File: src/rtl/led_frame_buffer.sv
// Double-buffered 4x8 bitmap store for the LED matrix scanner. Rows are written into a back
// buffer and copied to the displayed front buffer only on a frame-start strobe after a commit.
module led_frame_buffer #(
  parameter logic [7:0] ROWS_RESET = 8'h00,
  parameter int unsigned COUNT_W = 8
) (
  input  logic               i_clock,
  input  logic               i_reset_n,
  input  logic               i_wr_valid,
  output logic               o_wr_ready,
  input  logic [1:0]         i_wr_addr,
  input  logic [7:0]         i_wr_data,
  input  logic               i_commit,
  output logic               o_commit_pending,
  input  logic               i_frame_start,
  output logic [7:0]         o_row0,
  output logic [7:0]         o_row1,
  output logic [7:0]         o_row2,
  output logic [7:0]         o_row3,
  output logic               o_swap,
  output logic [COUNT_W-1:0] o_swap_count
);

  // Write handshake: a row is stored on any rising edge where i_wr_valid and o_wr_ready are
  // both high; o_wr_ready is low while a commit is pending, and writes offered then are dropped.
  typedef enum logic {
    ST_IDLE    = 1'b0,
    ST_PENDING = 1'b1
  } state_t;

  state_t             r_state;
  state_t             w_state_next;
  logic               w_swap;
  logic               w_wr_accept;
  logic [7:0]         r_back  [4];
  logic [7:0]         r_front [4];
  logic               r_swap;
  logic [COUNT_W-1:0] r_swap_count;

  always_ff @(posedge i_clock or negedge i_reset_n) begin
    if (!i_reset_n) begin
      r_state <= ST_IDLE;
    end else begin
      r_state <= w_state_next;
    end
  end

  // A strobe only swaps when the commit was already registered, so commit-to-swap is >= 1 cycle.
  always_comb begin
    w_state_next = r_state;
    w_swap       = 1'b0;
    case (r_state)
      ST_IDLE: begin
        if (i_commit) w_state_next = ST_PENDING;
      end
      ST_PENDING: begin
        if (i_frame_start) begin
          w_state_next = ST_IDLE;
          w_swap       = 1'b1;
        end
      end
      default: w_state_next = ST_IDLE;
    endcase
  end

  assign w_wr_accept = i_wr_valid && (r_state == ST_IDLE);

  always_ff @(posedge i_clock or negedge i_reset_n) begin
    if (!i_reset_n) begin
      for (int i = 0; i < 4; i++) begin
        r_back[i]  <= ROWS_RESET;
        r_front[i] <= ROWS_RESET;
      end
      r_swap       <= 1'b0;
      r_swap_count <= '0;
    end else begin
      if (w_wr_accept) r_back[i_wr_addr] <= i_wr_data;
      // Back buffer is left intact after the copy so producers can make incremental edits.
      if (w_swap) begin
        for (int i = 0; i < 4; i++) r_front[i] <= r_back[i];
        r_swap_count <= r_swap_count + 1'b1;
      end
      r_swap <= w_swap;
    end
  end

  assign o_commit_pending = (r_state == ST_PENDING);
  assign o_wr_ready       = (r_state == ST_IDLE);
  assign o_row0           = r_front[0];
  assign o_row1           = r_front[1];
  assign o_row2           = r_front[2];
  assign o_row3           = r_front[3];
  assign o_swap           = r_swap;
  assign o_swap_count     = r_swap_count;

endmodule

File: config.mk
export PLATFORM = sky130hd
export DESIGN_NAME = led_frame_buffer
export DESIGN_NICKNAME = d
export VERILOG_FILES = /design/src/rtl/led_frame_buffer.sv
export SDC_FILE = /design/constraint.sdc
export NUM_CORES = 1
export LEC_CHECK = 0
export CAP_MARGIN = 20
export CORE_ASPECT_RATIO = 1.25
export CORE_MARGIN = 5
export CORE_UTILIZATION = 53
export CTS_BUF_LIST = sky130_fd_sc_hd__clkbuf_4
export DETAILED_ROUTE_END_ITERATION = 7
export PLACE_DENSITY = 0.82
export SYNTH_ARGS = -nofsm -noshare
export SYNTH_HDL_FRONTEND = slang
export SYNTH_SLANG_ARGS = --single-unit
export TNS_END_PERCENT = 20
File: constraint.sdc
create_clock -name i_clock -period 2 [get_ports i_clock]
set_input_delay 0.2 -clock i_clock [delete_from_list [all_inputs] [get_ports i_clock]]
set_output_delay 0.2 -clock i_clock [all_outputs]
set_load 0.05 [all_outputs]
# ---- Yosys cells after proc, flatten, opt, wreduce, memory -nomap -nowiden
# Cells that the tools add are included.
dict set report word_totals {
  ff_bits 74
  out_inout_bits 43
}
dict set report op_classes {
  n_addsub 1
  order_cmp 2
  muxes 8
  bitwise 2
  n_reduce_logical 2
}
# operator n
set op_table {}
lappend op_table {{bitwise mux 32 bit} 1}
lappend op_table {{demux 8 bit (select 2 bit)} 1}
lappend op_table {{adder 8 x 1 -> 8 bit (second input constant)} 1}
lappend op_table {{2-to-1 mux 8 bit} 1}
lappend op_table {{2-to-1 mux 1 bit} 4}
lappend op_table {{greater-or-equal comparator 3 bit (second input constant)} 1}
lappend op_table {{< comparator 3 x 1 -> 1 bit (second input constant)} 1}
lappend op_table {{inverter 2 -> 3 bit} 1}
lappend op_table {{logical AND 1 bit} 2}
lappend op_table {{case mux 1 bit (2 select lines)} 1}
lappend op_table {{inverter 1 bit} 1}

# ---- Depth between registers and ports, before layout
dict set report logic_depth {
  ltp_word 6
  mapped_depth 6
  mapped_depth_nobuf 4
}

# ---- Worst setup path after synthesis
# No wires, ideal clock.
dict set report synth_timing {
  kind {reg-to-reg}
  startpoint {register r_state, in the netlist o_commit_pending}
  endpoint {register r_back[0] in the netlist's numbering}
  arrival_ps 1772
  slack_ps 104
  path_stages_with_launch 5
  n_path_buf 1
  synth_period_minus_slack_ps 1896
  cell_sequence {dfrtp_1 > buf_6 > inv_1 > nand4_2 > mux2_2}
}
dict set report synth_between {
  elab_chain_cells 2
}
# item line
set synth_rtl {}
lappend synth_rtl {{from (decl)} 31} ;# state_t r_state;
lappend synth_rtl {{from (signal assigned)} 44} ;# r_state <= w_state_next;
lappend synth_rtl {{inverter 1 bit} --}
lappend synth_rtl {{net o_wr_ready} 10} ;# output logic o_wr_ready,
lappend synth_rtl {{logical AND 1 bit} 66} ;# assign w_wr_accept = i_wr_valid && (r_state == ST_IDLE);
lappend synth_rtl {{to (signal, indexed assignment)} 77} ;# if (w_wr_accept) r_back[i_wr_addr] <= i_wr_data;
lappend synth_rtl {{to (decl)} 35} ;# logic [7:0] r_back [4];
# The timed path passes the listed nets, and every way through them passes these cells.
# A chain may end at the register's enable or synchronous reset.

# ---- Worst setup path in the final report
dict set report layout_timing {
  startpoint {register r_swap_count[2], in the netlist o_swap_count[2]}
  endpoint {output o_swap_count[2]}
}
# item line
set layout_rtl {}
lappend layout_rtl {{from (decl)} 38} ;# logic [COUNT_W-1:0] r_swap_count;
lappend layout_rtl {{from (signal assigned)} 81} ;# r_swap_count <= r_swap_count + 1'b1;
lappend layout_rtl {{to (decl)} 21} ;# output logic [COUNT_W-1:0] o_swap_count
# No word-level cell between the ends.

==> out/qor.csv <==
stage;metric;value;unit
outcome;status;complete, no violations;
worst_setup_path;Reg2Reg Depth;3;
logic_synthesis;biggest area consumer among synthesized cells;dfrtp_1;
place;area post-placement;3500;um^2
cells_and_area;post-layout util;0.708;
power;maximum VDD drop;1110;uV
worst_setup_path;reg2reg setup slack;0.44;ns
worst_setup_path;CP delay by family, top;buffers and inverters;
logic_synthesis;Post-Synth XOR/XNOR Area;0.0217;
logic_synthesis;Synth area leaders;dfrtp_1, mux2_2, xnor2_1;
grt;first-pass GRT wire length;8.74;mm
timing;Final Hold Fails;0;
die;core area;5120;um^2
cts;Clock Latency Late Sink;0.40;ns
logic_synthesis;Syn. warnings;0;
timing;Setup-failing EPs final;0;
logic_synthesis;simple-gate area share of the yosys netlist;0.0408;
logic_synthesis;register area share after synthesis;0.656;
cts;Sinks on Clock Net;74;
timing;max-slew violation count;0;
drt;final wirelength;5.15;mm
timing;Final Cycle Share;0.951;
logic_synthesis;Synth Instances;170;
worst_setup_path;Crit-path slowest cell;clkdlybuf4s50_1;
die;die area;6890;um^2
worst_setup_path;CP Capture Type;output port;
logic_synthesis;Unique masters post-synth;21;
worst_setup_path;crit path from;o_swap_count[2];
timing;setup total negative slack;0;ns
drt;detailed-route via count;1622;
timing;Worst-Margin Slew;0.519;ns
cts;CTS tree;yes;
cts;setup bufs post-CTS;0;
worst_setup_path;WS Path Type;reg2out;
cells_and_area;most common cell after layout, fill and taps aside;dfrtp_1;
min_path;Hold Path Class;in2async;
cells_and_area;antenna cells;0;
place;final RePlAce weighted congestion;0.704;
worst_setup_path;worst setup path endpoint;o_swap_count[2];
worst_setup_path;CP Launch Type;flip-flop;
worst_setup_path;Data arrival, critical path;1.70;ns
logic_synthesis;Post-Syn Nets;186;
grt;GRT Resource Usage Total;0.171;
timing;unrepaired setup endpoints after global routing;no;
worst_setup_path;critical-path cell list;clkdlybuf4s50_1;
logic_synthesis;Avg Inst Size Synth;16.6;um^2
power;Leak Pwr;1.56;nW
logic_synthesis;largest family of logic cells by synthesized area;multiplexers;
grt;antenna violations before repair;0;
cells_and_area;most frequent cells in the layout;dfrtp_1, mux2_2, clkdlybuf4s50_1, clkbuf_4, xnor2_1;
cells_and_area;area delta synth->final;28.3;%
logic_synthesis;Synth Area in Adders;0.00443;
worst_setup_path;capturing point of the worst reg2reg path;r_back[12];
cts;clock tree buffer depth;2;
grt;gr ovfl total;0;
place;HPWL Detailed;3.62;mm
logic_synthesis;post-synthesis mux area share;0.259;
worst_setup_path;Crit path depth;1;
timing;fmax;526;MHz
worst_setup_path;CP required;1.80;ns
timing;clk_skew;0.0148;ns
die;chip width;75.3;um
worst_setup_path;slowest stage delay, CP;0.84;ns
timing;Slew headroom;0.653;
logic_synthesis;post-synthesis compound-gate area fraction;0.00177;
timing;crit path time final;1.90;ns
die;I/O Pins;58;
drt;# DRC;0;
cells_and_area;Final #Nets;256;
cells_and_area;fillcell total;360;
drt;post-route antenna net violation count;0;
worst_setup_path;WP buf/inv;1;
cts;Root Buffer;clkbuf_4;
die;initial cell density of the core;0.552;
power;pwr dens;1670;nW/um^2
place;IO Port Bufs;57;
grt;largest net degree at the start of global routing;48;
worst_setup_path;crit-path max FO;6;
cts;clock buffer count from CTS;9;
power;Pwr Total;0.00605;W
drt;initial drt markers;40;
drt;vias per cell;5.28;
logic_synthesis;Netlist Area Pre-Place;2820;um^2
drt;total iterations of the first detailed-routing run;4;
drt;drt wl/cell;16.8;um
die;height of the die;91.6;um
logic_synthesis;Yosys top cell area share;0.656;
cts;H-tree depth;3;
cells_and_area;layout cell share with drive strength beyond 1;0.384;
worst_setup_path;start of the worst register-to-register path;o_commit_pending;
run;Max Cap Viol;0;
die;standard-cell rows;29;
cts;clock-pin slew on the worst setup and hold paths;0.12;ns
logic_synthesis;#FFs+latches synth;74;
cells_and_area;design area;3620;um^2
grt;vias in the first global route;1715;
==> state kept, by name (all words and copies together) (netlist names) <==
register	count
r_back	32
o_row0	8
o_row1	8
o_row2	8
o_row3	8
o_swap_count	8
o_commit_pending	1
o_swap	1
==> metal layers <==
metal	part of all wire	global-route usage	vias to the layer above
li1	-	-	746
met1	0.44	0.236	816
met2	0.47	0.253	50
met3	0.066	0.0475	10
met4	0.020	0.0700	0
met5	0	0	-
==> power breakdown <==
group,switching (W),internal [W]
Sequential,0.000341,0.00206
Combinational,0.00178,0.00110
Clock,0.000493,0.000280
==> how the worst min path moves through the flow <==
stage               startpoint                to  slack, ns
finish               i_reset_n         o_row3[0]       0.21
global route         i_reset_n         r_back[0]       0.22
CTS                  i_reset_n         o_row2[2]       0.20
detailed placement   i_reset_n         r_back[0]       0.12
global placement     i_reset_n         o_row3[0]       0.11
floorplan            i_reset_n  o_commit_pending       -0.1
==> synth_stat cells <==
library cell / count
and4_1: 1
buf_2: 3
buf_4: 1
buf_6: 1
dfrtp_1: 74
ha_1: 1
inv_1: 2
inv_2: 1
mux2_1: 1
mux2_2: 64
nand2_1: 2
nand2_2: 1
nand3_1: 1
nand4_1: 3
nand4_2: 1
nor2_1: 1
nor4b_4: 1
nor4bb_1: 2
o21ai_0: 1
or3b_1: 1
xnor2_1: 7
==> area by class of cell <==
type / count / area (um^2) / area share
Sequential cell: 74 / 1850 / 0.511
Timing Repair Buffer: 64 / 629 / 0.174
Inverter: 3 / 11.3 / 0.00311
Clock buffer: 11 / 82.6 / 0.0228
Tap cell: 62 / 77.6 / 0.0214
Clock inverter: 5 / 31.3 / 0.00864
Multi-Input combinational cell: 88 / 938 / 0.259
==> repair_timing <==
action                                  CTS  global route
endpoints found under the setup margin    1             0
resized for setup                         1             0
hold endpoints to repair                 12             0
hold buffers                              1             0
==> logic make-up after synthesis <==
group           after synthesis
compound gates                1
xor+xnor                      7
fa+ha+maj                     1
buf+inv                       8
flops                        74
mux                          65
simple gates                 14
==> stage by stage <==
step | setup WS, ns | std cells | hold slack [ns]
floorplan | 0.104 | 170 | -0.0956
global placement | 0.224 | 290 | 0.114
detailed placement | 0.112 | 290 | 0.121
CTS | 0.0653 | 307 | 0.201
global route | 0.0185 | 307 | 0.219
finish | 0.0976 | 307 | 0.214
Power figures use the tool's default switching activity.
